$ cat src/rtl/ext_mux_scan_sequencer.sv
// Masked round-robin scan of the external 16:1 analog mux ahead of the ADC aux input.
// Optional macro EXT_MUX_TIMEOUT_EN adds a conversion timeout with a sticky timeout_err flag.
module ext_mux_scan_sequencer #(
   parameter int NUM_CH         = 16,
   parameter int SETTLE_CYCLES  = 64,
   parameter int ADC_W          = 16,
   parameter int TIMEOUT_CYCLES = 1024
) (
   input  logic             clk,
   input  logic             rst_n,
   input  logic             enable,
   input  logic [15:0]      ch_mask,
   output logic [3:0]       gpio_sel,
   output logic             adc_convst,
   input  logic             adc_eoc,
   input  logic [ADC_W-1:0] adc_data,
   output logic             smp_valid,
   input  logic             smp_ready,
   output logic [3:0]       smp_ch,
   output logic [ADC_W-1:0] smp_data,
   output logic             scan_done,
   output logic             busy,
   output logic             timeout_err
);

`ifdef EXT_MUX_TIMEOUT_EN
   localparam bit TMO_EN = 1'b1;
`else
   localparam bit TMO_EN = 1'b0;
`endif
   localparam int CNT_MAX = (TMO_EN && (TIMEOUT_CYCLES > SETTLE_CYCLES)) ? TIMEOUT_CYCLES : SETTLE_CYCLES;
   localparam int CNT_W   = $clog2(CNT_MAX + 1);
   localparam logic [15:0] VALID_MASK = 16'((32'h1 << NUM_CH) - 1);

   typedef enum logic [2:0] {
      S_IDLE, S_SELECT, S_SETTLE, S_CONVST, S_WAIT_EOC, S_OUTPUT
   } state_t;

   state_t             state_q, state_d;
   logic [CNT_W-1:0]   cnt_q, cnt_d;
   logic [3:0]         sel_q, sel_d;
   logic [3:0]         ch_q, ch_d;
   logic [ADC_W-1:0]   data_q, data_d;
   logic               first_q, first_d;
   logic               last_q, last_d;
   logic               convst_q;

   logic [15:0]        mask_eff;
   logic [3:0]         lo_idx, up_idx, hi_idx, pick;
   logic               lo_fnd, up_fnd;

   // Lowest enabled index, lowest enabled index above the current one, and highest enabled index.
   always_comb begin
      mask_eff = ch_mask & VALID_MASK;
      lo_idx   = '0;
      up_idx   = '0;
      hi_idx   = '0;
      lo_fnd   = 1'b0;
      up_fnd   = 1'b0;
      for (int i = 0; i < 16; i++) begin
         if (mask_eff[i]) begin
            if (!lo_fnd) begin
               lo_idx = 4'(i);
               lo_fnd = 1'b1;
            end
            if (!up_fnd && (i > int'(sel_q))) begin
               up_idx = 4'(i);
               up_fnd = 1'b1;
            end
            hi_idx = 4'(i);
         end
      end
      pick = (first_q || !up_fnd) ? lo_idx : up_idx;
   end

`ifdef EXT_MUX_TIMEOUT_EN
   logic tmo_q, tmo_d;
   assign timeout_err = tmo_q;
`else
   assign timeout_err = 1'b0;
`endif

   always_comb begin
      state_d = state_q;
      cnt_d   = cnt_q;
      sel_d   = sel_q;
      ch_d    = ch_q;
      data_d  = data_q;
      first_d = first_q;
      last_d  = last_q;
`ifdef EXT_MUX_TIMEOUT_EN
      tmo_d   = tmo_q;
`endif
      case (state_q)
         S_IDLE: begin
            first_d = 1'b1;
            if (enable && (mask_eff != '0)) state_d = S_SELECT;
         end
         S_SELECT: begin
            if (mask_eff == '0) begin
               state_d = S_IDLE;
            end else begin
               sel_d   = pick;
               last_d  = (pick == hi_idx);
               first_d = 1'b0;
               cnt_d   = '0;
               state_d = S_SETTLE;
            end
         end
         S_SETTLE: begin
            if (cnt_q == CNT_W'(SETTLE_CYCLES - 1)) begin
               cnt_d   = '0;
               state_d = S_CONVST;
            end else begin
               cnt_d = cnt_q + CNT_W'(1);
            end
         end
         S_CONVST: begin
            cnt_d   = '0;
            state_d = S_WAIT_EOC;
         end
         S_WAIT_EOC: begin
            if (adc_eoc) begin
               data_d  = adc_data;
               ch_d    = sel_q;
               state_d = S_OUTPUT;
            end
`ifdef EXT_MUX_TIMEOUT_EN
            else if (cnt_q == CNT_W'(TIMEOUT_CYCLES - 1)) begin
               data_d  = '0;
               ch_d    = sel_q;
               tmo_d   = 1'b1;
               state_d = S_OUTPUT;
            end else begin
               cnt_d = cnt_q + CNT_W'(1);
            end
`endif
         end
         S_OUTPUT: begin
            if (smp_ready) state_d = enable ? S_SELECT : S_IDLE;
         end
         default: state_d = S_IDLE;
      endcase
   end

   always_ff @(posedge clk or negedge rst_n) begin
      if (!rst_n) begin
         state_q  <= S_IDLE;
         cnt_q    <= '0;
         sel_q    <= '0;
         ch_q     <= '0;
         data_q   <= '0;
         first_q  <= 1'b1;
         last_q   <= 1'b0;
         convst_q <= 1'b0;
`ifdef EXT_MUX_TIMEOUT_EN
         tmo_q    <= 1'b0;
`endif
      end else begin
         state_q  <= state_d;
         cnt_q    <= cnt_d;
         sel_q    <= sel_d;
         ch_q     <= ch_d;
         data_q   <= data_d;
         first_q  <= first_d;
         last_q   <= last_d;
         // Registered pin drive: pulse trails the CONVST state by one cycle, SETTLE_CYCLES+1 after gpio_sel moves.
         convst_q <= (state_q == S_CONVST);
`ifdef EXT_MUX_TIMEOUT_EN
         tmo_q    <= tmo_d;
`endif
      end
   end

   assign gpio_sel   = sel_q;
   assign adc_convst = convst_q;
   assign smp_valid  = (state_q == S_OUTPUT);
   assign smp_ch     = ch_q;
   assign smp_data   = data_q;
   assign scan_done  = smp_valid && smp_ready && last_q;
   assign busy       = (state_q != S_IDLE);

endmodule
$ cat config.mk
export PLATFORM = sky130hd
export DESIGN_NAME = ext_mux_scan_sequencer
export DESIGN_NICKNAME = d
export VERILOG_FILES = /design/src/rtl/ext_mux_scan_sequencer.sv
export SDC_FILE = /design/constraint.sdc
export NUM_CORES = 1
export LEC_CHECK = 0
export ABC_AREA = 1
export CAP_MARGIN = 15
export CELL_PAD_IN_SITES_DETAIL_PLACEMENT = 1
export CELL_PAD_IN_SITES_GLOBAL_PLACEMENT = 2
export CORE_AREA = 2 2 102 94
export DETAILED_ROUTE_END_ITERATION = 7
export DIE_AREA = 0 0 104 96
export PLACE_DENSITY_LB_ADDON = 0.05
export SLEW_MARGIN = 5
export SYNTH_ARGS = -nofsm -noshare
export SYNTH_HDL_FRONTEND = slang
export SYNTH_SLANG_ARGS = --single-unit
$ cat constraint.sdc
create_clock -name clk -period 3.35 [get_ports clk]
set_input_delay 0.8375 -clock clk [delete_from_list [all_inputs] [get_ports clk]]
set_output_delay 0.8375 -clock clk [all_outputs]
set_load 0.01 [all_outputs]
==> reports/qor.yml, run 1 <==
floorplan:
  rows: 33
  top_level_ports: 66
  initial_core_util: 0.284
  dieArea_um2: 9980
  coreArea_um2: 8920
  die_height_um: 96
  die_width_um: 104
global_routing:
  grt_max_degree: 38
  grt_overflow: 0
  antenna_found_initial: 0
  grt_pass1_vias: 2705
  grt_usage: 0.168
  grt_pass1_wl_um: 13300
timing:
  setup_ws_ns: 0.460
  grt_setup_unrepaired: "false"
  skew_ns: 0.00477
  setup_violations: 0
  period_minus_slack_ns: 2.89
  finalCritPeriodShare: 0.863
  fin_setup_tns_ns: 0
  slew-limit-headroom: 0.434
  finalHoldViolCount: 0
  max_freq_ghz: 0.346
  worst_pin_slew_ns: 0.849
  maxSlewViolCount: 0
routing:
  wl_per_cell_um: 14.7
  route.detailed.drc: 0
  first_pass_iters: 4
  vias_per_cell: 4.72
  routed-via-count: 2515
  wl_um: 7810
  antenna_left: 0
  drtIter0Drc: 59
min_path:
  hold_class: "reg2reg"
power:
  power_frac_seq: 0.303
  switching_power_w: 0.00106
  swShare: 0.419
  intPower_w: 0.00148
  pwr_density_cell_nw_per_um2: 739
  share_comb_of_total_power: 0.543
  clkPwrFrac: 0.154
  p_leak_nw: 1.55
  power_w: 0.00254
  peakVddDrop_mv: 0.330
yosys:
  avgSynthCellArea_um2: 7.47
  ys_seq_area_frac: 0.366
  netlist_area_um2: 2530
  ys_seq_elements: 37
  synth-edff-count: 0
  async_reset_ff_frac: 1.00
  yosys_warnings: 0
  syn_inst: 339
  synth_ff_type: "dfrtp_1"
  synth_nets: 377
  synth.distinct_cells: 43
cts:
  cts_tree: "yes"
  clk_pin_slew_ns: 0.08
  post_cts_buffers: 0
  cts_buffer_depth: 2
  clock_sinks: 37
  cts_max_level: 2
  cts_resized: 0
  cts_hold_buf: 0
  clock_latency_ns: 0.29
  cts_root_buffer: "clkbuf_8"
  cts_buffers: 5
cells_and_area:
  drive_gt1_frac: 0.129
  final_nets: 448
  layout-area-overhead-vs-synth_pct: 35.8
  diodes: 0
setup_path:
  path_buf_inv: 2
  path_cells: "clkdlybuf4s50_1 > nor2_2 > nand2_1 > nor2_2 > nand3_2 > inv_2 > nand2_1 > o21ai_2 > nand2_1 > nand2_1 > nand2_1 > nand2_1 > nand2_1 > nand2_1 > nand3_1 > nand2_1 > nand2_1 > a21oi_1 > nand2_1 > nand2_1"
  critical_path_class: "in2reg"
  worstPathMaxFanout: 5
  start_kind: "primary input"
  worstPathArrival_ns: 3.12
  crit_family: "simple AND/OR/NAND/NOR gates"
  cp-end-kind: "flip-flop"
  slowest_stage: "clkdlybuf4s50_1"
  slowest_delay_ns: 0.48
  critPathMostFrequentCell: "nand2_1"
  worstPathRequired_ns: 3.58
placement:
  hpwl_um: 6390
  io_buffers: 64
  pre_cts_ws_ns: 0.152
  gp_congestion: 0.831
run_status:
  status: "finished clean"
run:
  cap_violations: 0
[layer usage]
layer	wire, µm	global-route usage
met1	3510	0.205
met2	3550	0.283
met3	413	0.0406
met4	329	0.0833
met5	0	0
[cells by family after synthesis]
kind of cell | count (synthesis) | share of synthesized area
adders and majority gates | 1 | 0.00494
buffers and inverters | 61 | 0.0919
AOI/OAI and AO/OA | 59 | 0.136
DFF | 37 | 0.366
other | 1 | 0.00148
and+or+nand+nor | 161 | 0.316
muxes | 17 | 0.0756
xor gates and xnor gates | 2 | 0.00692
[placed cells by master, fill, tap and decap left out, types with 6 or more instances in the layout]
cell type | synthesis | layout
nand2_1 | 59 | 59
o21ai_0 | 13 | 13
mux2_2 | 17 | 17
dfrtp_1 | 36 | 36
inv_1 | 54 | 54
a21oi_1 | 22 | 22
nor2_1 | 46 | 46
nand3_1 | 21 | 21
clkdlybuf4s50_1 | 0 | 63
nand4_1 | 6 | 6
[flip-flops by register name, indices dropped and copies added (netlist names)]
register / cells
smp_data: 16
cnt_q: 7
gpio_sel: 4
smp_ch: 4
state_q: 3
adc_convst: 1
first_q: 1
last_q: 1
[worst paths after layout]
| path | start | end | slack, ns | cells past startpoint |
|---|---|---|---|---|
| min in group asynchronous | rst_n | smp_data[4] | 0.65 | 1 |
| max | ch_mask[5] | last_q | 0.46 | 20 |
| max reg2reg | gpio_sel[0] | last_q | 0.91 | 16 |
| min | smp_ch[2] | smp_ch[2] | 0.49 | 2 |
| max in group asynchronous | rst_n | gpio_sel[2] | 2.16 | 1 |
| min reg2reg | smp_ch[2] | smp_ch[2] | 0.49 | 2 |
[worst register-to-register path, stage by stage (launching register included)]
cell,delay [ns]
dfrtp_1,0.55
nand2_1,0.17
inv_1,0.13
a21oi_1,0.08
nand2_1,0.16
inv_1,0.07
o21ai_0,0.27
o211ai_1,0.18
nor2_1,0.14
nand2_1,0.08
inv_1,0.07
nand2_1,0.07
nand3_1,0.07
nand3_1,0.10
nor2_1,0.12
nand2_1,0.07
nand2_1,0.06
[final cells by class]
cell class	count	area, µm²
fill	1092	5480
multi-input combinational	241	1370
sequential	37	927
timing repair buffer	67	658
inverter	58	218
tap	122	153
clock buffer	6	72.6
clock inverter	2	38.8
[stage by stage]
stage / area [µm²] / std cells / utilization / hold slack (ns)
6_report: 3440 / 533 / 0.386 / 0.490
5_1_grt: 3440 / 533 / 0.386 / 0.514
4_1_cts: 3440 / 533 / 0.386 / 0.499
2_1_floorplan: 2530 / 339 / - / 0.449
3_5_place_dp: 3330 / 525 / 0.373 / 0.477
3_3_place_gp: 3330 / 525 / 0.373 / 0.472
[power by group through the flow]
stage,logic (W),registers [W],clock network [W]
after floorplan,0.000740,0.000811,0
after global placement,0.00139,0.000774,0
after detailed placement,0.00140,0.000781,0
after CTS,0.00140,0.000777,0.000413
after global routing,0.00155,0.000797,0.000425
final,0.00138,0.000770,0.000391
[cell usage after synthesis (2+ instances only)]
library cell	instances	area (µm²)
dfrtp_1	36	901
o21bai_1	3	22.5
inv_1	54	203
nand2_2	2	12.5
o211ai_1	3	22.5
nor3_2	2	20.0
o21ai_1	4	20.0
o21ai_0	13	65.1
mux2_2	17	191
a31oi_1	3	18.8
nand3b_1	3	22.5
inv_2	3	11.3
nor2_2	5	31.3
nor4_1	2	12.5
nor2_1	46	173
a21oi_1	22	110
nand4_4	2	42.5
nand3_1	21	105
nand3_2	4	40.0
nand2_1	59	221
o21a_1	3	22.5
nor3_1	4	20.0
o31ai_1	3	22.5
nand4_1	6	37.5
Power figures use the tool's default switching activity.
==> run 2: changes to the inputs <==
--- a/config.mk
+++ b/config.mk
@@ -10,6 +10,7 @@
 export CELL_PAD_IN_SITES_DETAIL_PLACEMENT = 1
 export CELL_PAD_IN_SITES_GLOBAL_PLACEMENT = 2
 export CORE_AREA = 2 2 102 94
+export CTS_CLUSTER_DIAMETER = 40
 export DETAILED_ROUTE_END_ITERATION = 7
 export DIE_AREA = 0 0 104 96
 export PLACE_DENSITY_LB_ADDON = 0.05
==> results of run 2 <==
Same layout as run 1: the final DEF is identical, and so are final timing and power.
